==> config.mk <==
export PLATFORM = sky130hd
export DESIGN_NAME = icache_tag_valid_ram
export DESIGN_NICKNAME = d
export VERILOG_FILES = /design/src/rtl/icache_tag_valid_ram.sv
export SDC_FILE = /design/constraint.sdc
export NUM_CORES = 1
export LEC_CHECK = 0
export ABC_CLOCK_PERIOD_IN_PS = 4400
export CAP_MARGIN = 20
export CORE_ASPECT_RATIO = 1.2
export CORE_MARGIN = 10
export CORE_UTILIZATION = 60
export DETAILED_ROUTE_END_ITERATION = 8
export GPL_TIMING_DRIVEN = 0
export PLACE_DENSITY = 0.77
export SYNTH_ARGS = -nofsm -noshare
export SYNTH_HDL_FRONTEND = slang
export SYNTH_SLANG_ARGS = --single-unit
==> constraint.sdc <==
create_clock -name clk -period 4.4 [get_ports clk]
set_input_delay 0.44 -clock clk [delete_from_list [all_inputs] [get_ports clk]]
set_output_delay 0.44 -clock clk [all_outputs]
set_load 0.005 [all_outputs]
==> src/rtl/icache_tag_valid_ram.sv <==
// Tag + valid storage for a 32-set direct-mapped I-cache, with built-in tag compare.
// Latency: reads and hit are combinational; writes take effect on the rising clk edge.
// Backpressure: none; the array accepts a write on every edge and never stalls the controller.
module icache_tag_valid_ram #(
   parameter int INDEX_W = 5,
   parameter int TAG_W   = 23
) (
   input  logic               clk,
   input  logic               reset,
   input  logic [INDEX_W-1:0] index,
   input  logic               tag_wr,
   input  logic [TAG_W-1:0]   tag_wr_data,
   input  logic               val_wr,
   input  logic               val_wr_data,
   input  logic [TAG_W-1:0]   cmp_tag,
   output logic [TAG_W-1:0]   tag_out,
   output logic               val_out,
   output logic               hit
);

   localparam int DEPTH = 1 << INDEX_W;

   logic [TAG_W-1:0] tag_mem [DEPTH];
   logic [DEPTH-1:0] val_mem;

   // Tag array: cleared asynchronously so no entry is ever undefined; written only when tag_wr.
   always_ff @(posedge clk or negedge reset) begin
      if (!reset) begin
         for (int i = 0; i < DEPTH; i++) begin
            tag_mem[i] <= '0;
         end
      end else if (tag_wr) begin
         tag_mem[index] <= tag_wr_data;
      end
   end

   // Valid array: independent enable so an entry can be invalidated while keeping its tag.
   always_ff @(posedge clk or negedge reset) begin
      if (!reset) begin
         val_mem <= '0;
      end else if (val_wr) begin
         val_mem[index] <= val_wr_data;
      end
   end

   // Combinational read port; no bypass, so a write shows up only after its edge.
   always_comb begin
      tag_out = tag_mem[index];
      val_out = val_mem[index];
      hit     = val_out & (tag_out == cmp_tag);
   end

endmodule

=== Yosys cells after proc, flatten, opt, wreduce, memory -nomap -nowiden ===
Index checks and enable logic that the tools add are counted.

* Input bits: 56
* Word-level logic and storage cells: 53
* Bits in registers: 768

* Multiplexer cells: 11
* Eq/ne operators: 1
* Magnitude comparators: 4
* Reductions and logical operators: 2
* Bitwise logic cells: 2

{| class="wikitable"
|+ Operator list
! operator !! number
|-
| bitwise mux 736 bit || 1
|-
| binary-select mux 23 bit (select 5 bit) || 1
|-
| demux 23 bit (select 5 bit) || 1
|-
| two-way mux 23 bit || 3
|-
| bitwise mux 32 bit || 1
|-
| equality test 23 bit || 1
|-
| >= comparator 6 bit, second input constant || 1
|-
| less-than comparator 5 x 6 -> 1 bit, second input constant || 1
|-
| less-than comparator 6 x 1 -> 1 bit, second input constant || 1
|-
| NOT 5 -> 6 bit || 1
|-
| binary-select mux 1 bit (select 5 bit) || 1
|-
| demux 1 bit (select 5 bit) || 1
|-
| >= comparator 5 x 1 -> 1 bit, second input constant || 1
|-
| logical AND 1 bit || 2
|-
| two-way mux 1 bit || 2
|-
| AND 1 bit || 1
|}

=== Logic depth before layout (Yosys ltp) ===
* Word-level depth: 6
* Gate-level depth with buffers: 11
* Gate-level depth less buffers: 7

=== Least setup slack after synthesis ===
No wires, ideal clock.

* Kind: input -> output
* From: in index[1]
* To: out hit
* Path buffers: 3
* Cell stages on the path: 10
* Required time: 3.960 ns
* Arrival time: 2.457 ns
* Slack: 1.503 ns
* Path through: clkbuf_1 > buf_2 > buf_2 > mux2i_1 > o22ai_1 > nor4_1 > nand3b_1 > a211oi_1 > nand4_1 > and4b_1

* Longest elaborated chain between the ends: 6
* Elaborated cells on any way between the ends: 8

{| class="wikitable"
|+ Ends and longest elaborated chain
! item !! line !! text
|-
| start: declaration || 10 || <nowiki>input logic [INDEX_W-1:0] index,</nowiki>
|-
| NOT 5 -> 6 bit (not written as such) || 48 || <nowiki>tag_out = tag_mem[index];</nowiki>
|-
| binary-select mux 23 bit (select 5 bit) || 48 ||
|-
| two-way mux 23 bit (not written as such) (2 in a row) || 48 ||
|-
| equality test 23 bit || 50 || <nowiki>hit = val_out & (tag_out == cmp_tag);</nowiki>
|-
| AND 1 bit (*) || 50 ||
|-
| end: declaration || 18 || <nowiki>output logic hit</nowiki>
|}

Mark *: on every way between the ends. The rest lies on a longest branch, timed or not. The select of a mux whose other input is x is not followed.

=== Final worst setup path ===
* From: in index[3]
* To: out hit

The elaborated chain is that of the path after synthesis.

==> results.tsv <==
stage	metric	value	unit
outcome	outcome	complete, but fails checks	
outcome	failed_checks	negative setup slack	
synthesis	synth.avg_cell_area	14.4	µm²
cells_and_area	number_of_nets_at_the_end_of_the_flow	2686	
routing	postRouteWirelength	122000	µm
worst_setup_path	critPathKind	in -> out	
worst_setup_path	crit_path_max_incr_delay	0.54	ns
grt	globalRouteTotalUtil	35.7	%
synthesis	netlist_top_cells_area	dfrtp_1, mux2_2, mux2i_1, mux4_2, o22ai_1	
clock_tree	cts_sinks	768	
power_and_ir_drop	pwr_density_cell	477	mW/mm²
placed_design	detailed_place_hpwl	79500	µm
worst_setup_path	critical-path-slowest-cell	nor4_4	
grt	grt_pass1_wl	175000	µm
timing	skew	0	ns
synthesis	netlist_cell_types	39	
grt	grt_pass1_vias	25100	
placed_design	dpl_worst_slack	-1.51	ns
synthesis	yosys_register_bits	768	
timing	timing.max_slew.rel_slack	37.8	%
cells_and_area	layout-area-overhead-vs-synth	15.9	%
routing	drt_first_iter_violations	2719	
timing	worst-slew-pin-transition	0.931	ns
cells_and_area	fillerInstances	3915	
routing	detail_route.vias_per_cell	6.95	
timing	fmax	227	MHz
grt	antenna_violations_before_repair	4	
clock_tree	clk_latency	0.63	ns
worst_setup_path	cp_data_arrival_time	3.96	ns
timing	drv_slew	0	
worst_setup_path	reg2regPathDepth	1	
routing	postRouteAntennaNets	0	
synthesis	synth_seq_area_share	54.5	%
synthesis	post-synth-top-area-cell	dfrtp_1	
power_and_ir_drop	totalPowerFinal	0.0195	W
worst_setup_path	worstSetupStartpointType	input port	
synthesis	synthFlopType	dfrtp_1	
routing	route.detailed.drc	0	
power_and_ir_drop	ir_worst_vdd	0.371	mV
clock_tree	ctsLongestPathBuffers	3	
floorplan	die_x	241	µm
worst_setup_path	path_delay_family	simple AND/OR/NAND/NOR gates	
floorplan	die-area	0.0689	mm²
worst_setup_path	crit_fanout	10	
worst_setup_path	timing.critical_path.depth	11	
worst_setup_path	crit_chain	dlygate4sd2_1 > buf_6 > nand4bb_4 > buf_8 > o22ai_4 > nor4_4 > a21oi_1 > nor4_2 > and4_1 > and4b_2 > clkdlybuf4s50_1	
timing	timing.final.setup_violations	1	
worst_setup_path	worst_setup_path_end_kind	output port	
timing	setup_slack	-0.00393	ns
worst_setup_path	crit_end	hit	
floorplan	initial_core_util	60.5	%
floorplan	io-pin-count	81	
clock_tree	h_tree_level_count	3	
worst_setup_path	startpoint_of_the_most_critical_setup_path	index[3]	
worst_setup_path	critical_path_required	3.96	ns
placed_design	gpl.final_weighted_congestion	0.958	
timing	layout_worst_path_cycle_share	100	%
placed_design	numPortBuffers	79	
floorplan	placement_rows	97	
synthesis	synth_net_count	2495	
routing	num_vias	23900	
routing	drtPass1Iterations	7	
synthesis	synth-edff-count	0	
cells_and_area	drive_above_1_share	45.2	%
cells_and_area	layout.cells.most_common_list	mux2_2, dfrtp_1, mux2i_1, o22ai_1, clkbuf_1	
timing	hold_violations	0	
floorplan	placeableCoreArea	0.0583	mm²
clock_tree	cts_tree	yes	
synthesis	synthesis.yosys.warnings	0	
routing	average_wire_length_per_cell_after_detail_routing	35.6	µm
hold_path	worstHoldPathType	in -> async	
cells_and_area	n_antenna_cell	0	
clock_tree	tritoncts.num_buffers	78	
cells_and_area	finish.instance_area	0.0408	mm²
synthesis	syn-instance-count	2439	
synthesis	yosys.area.top_type_share	54.5	%
grt	overflow	0	
worst_setup_path	worst_r2r_endpoint	tag_mem[189]	
grt	grt_max_degree	133	
worst_setup_path	worstPathBufferInverterCount	4	
worst_setup_path	critical_path.reg2reg.startpoint	tag_mem[189]	
synthesis	netlist_area	0.0352	mm²
clock_tree	cts_root_buffer	clkbuf_16	
clock_tree	clk_pin_slew_worst_paths	0.06	ns
timing	finalCriticalPeriod	4.40	ns
floorplan	die_height	285	µm
placed_design	place_area	0.0372	mm²
worst_setup_path	ff2ff_setup_slack	3.58	ns
flow_run	maxCapViolCount	0	
timing	fin_hold_ws	0.419	ns
power_and_ir_drop	leakagePower	18.6	nW
synthesis	synthArstFlopShare	100	%
## metal layers
layer / track usage, % / share of wire [%] / vias to the layer above / wire length (µm)
li1: - / - / 9398 / -
met1: 43.3 / 36 / 12500 / 43800
met2: 54.4 / 46 / 1483 / 55900
met3: 8.29 / 9.5 / 485 / 11600
met4: 28.1 / 8.7 / 4 / 10600
met5: 0 / 0.040 / - / 49
## cells in the mapped netlist (6+ instances only)
master       n
dfrtp_1    768
mux2_2     768
mux2i_1    240
o22ai_1    118
buf_2      106
clkbuf_1    85
mux4_2      72
nor2_1      50
nand2_1     39
nor4_1      38
a22oi_1     36
and3_1      15
buf_4       15
a21oi_1     13
buf_6       13
nand4_1     11
xor2_1       8
nand4bb_1    6
nor2b_1      6
## where the power goes
part           internal, W  switching (W)
clock              0.00400        0.00287
combinational      0.00186        0.00156
sequential         0.00844       0.000746
total               0.0143        0.00518
## state kept, by name (all words and copies together), names as in the netlist
name and count:
tag_mem 736, val_mem 32
## cells by family (layout without fill, tap and decap cells)
family / after synthesis / count (layout) / synth area share (%)
AOI/OAI and AO/OA: 172 / 172 / 3.19
xor gates and xnor gates: 8 / 8 / 0.199
buffers and inverters: 220 / 470 / 3.16
DFF: 768 / 768 / 54.5
muxes: 1080 / 1080 / 36.0
and+or+nand+nor: 191 / 191 / 2.96
## repair_timing
action,in CTS,in global routing
gates cloned,1,0
setup buffers,17,4
hold buffers,1,0
endpoints found under the setup margin,7,1
hold endpoints to repair,75,0
resized for setup,152,41
pin swaps,13,16
## how the worst min path moves through the flow
| stage | from | endpoint | slack [ns] | cells after the start |
|---|---|---|---|---|
| 2_1_floorplan | reset | tag_mem[0] | 0.14 | 0 |
| 3_3_place_gp | tag_mem[448] | tag_mem[448] | 0.48 | 1 |
| 3_5_place_dp | reset | val_mem[20] | 0.48 | 1 |
| 4_1_cts | reset | val_mem[5] | 0.43 | 2 |
| 5_1_grt | reset | val_mem[20] | 0.47 | 2 |
| 6_report | reset | val_mem[20] | 0.42 | 2 |
## stage by stage
stage | setup TNS (ns) | utilization, % | instances
final | -0.00393 | 70.1 | 3431
after global routing | -0.0362 | 70.1 | 3431
after CTS | 0 | 69.8 | 3427
after detailed placement | -2.36 | 63.8 | 3271
after global placement | - | 63.4 | 3260
after floorplan | 0 | - | 2439
## cell type report
class | count | area (µm²) | area share, %
buffer | 218 | 1440 | 3.52
clock inverter | 27 | 293 | 0.717
tap | 742 | 928 | 2.27
timing repair buffer | 113 | 1210 | 2.96
multi-input combinational | 1451 | 15400 | 37.8
clock buffer | 112 | 2340 | 5.73
sequential | 768 | 19200 | 47.0
Note: power is estimated with default switching activity, not from simulation.
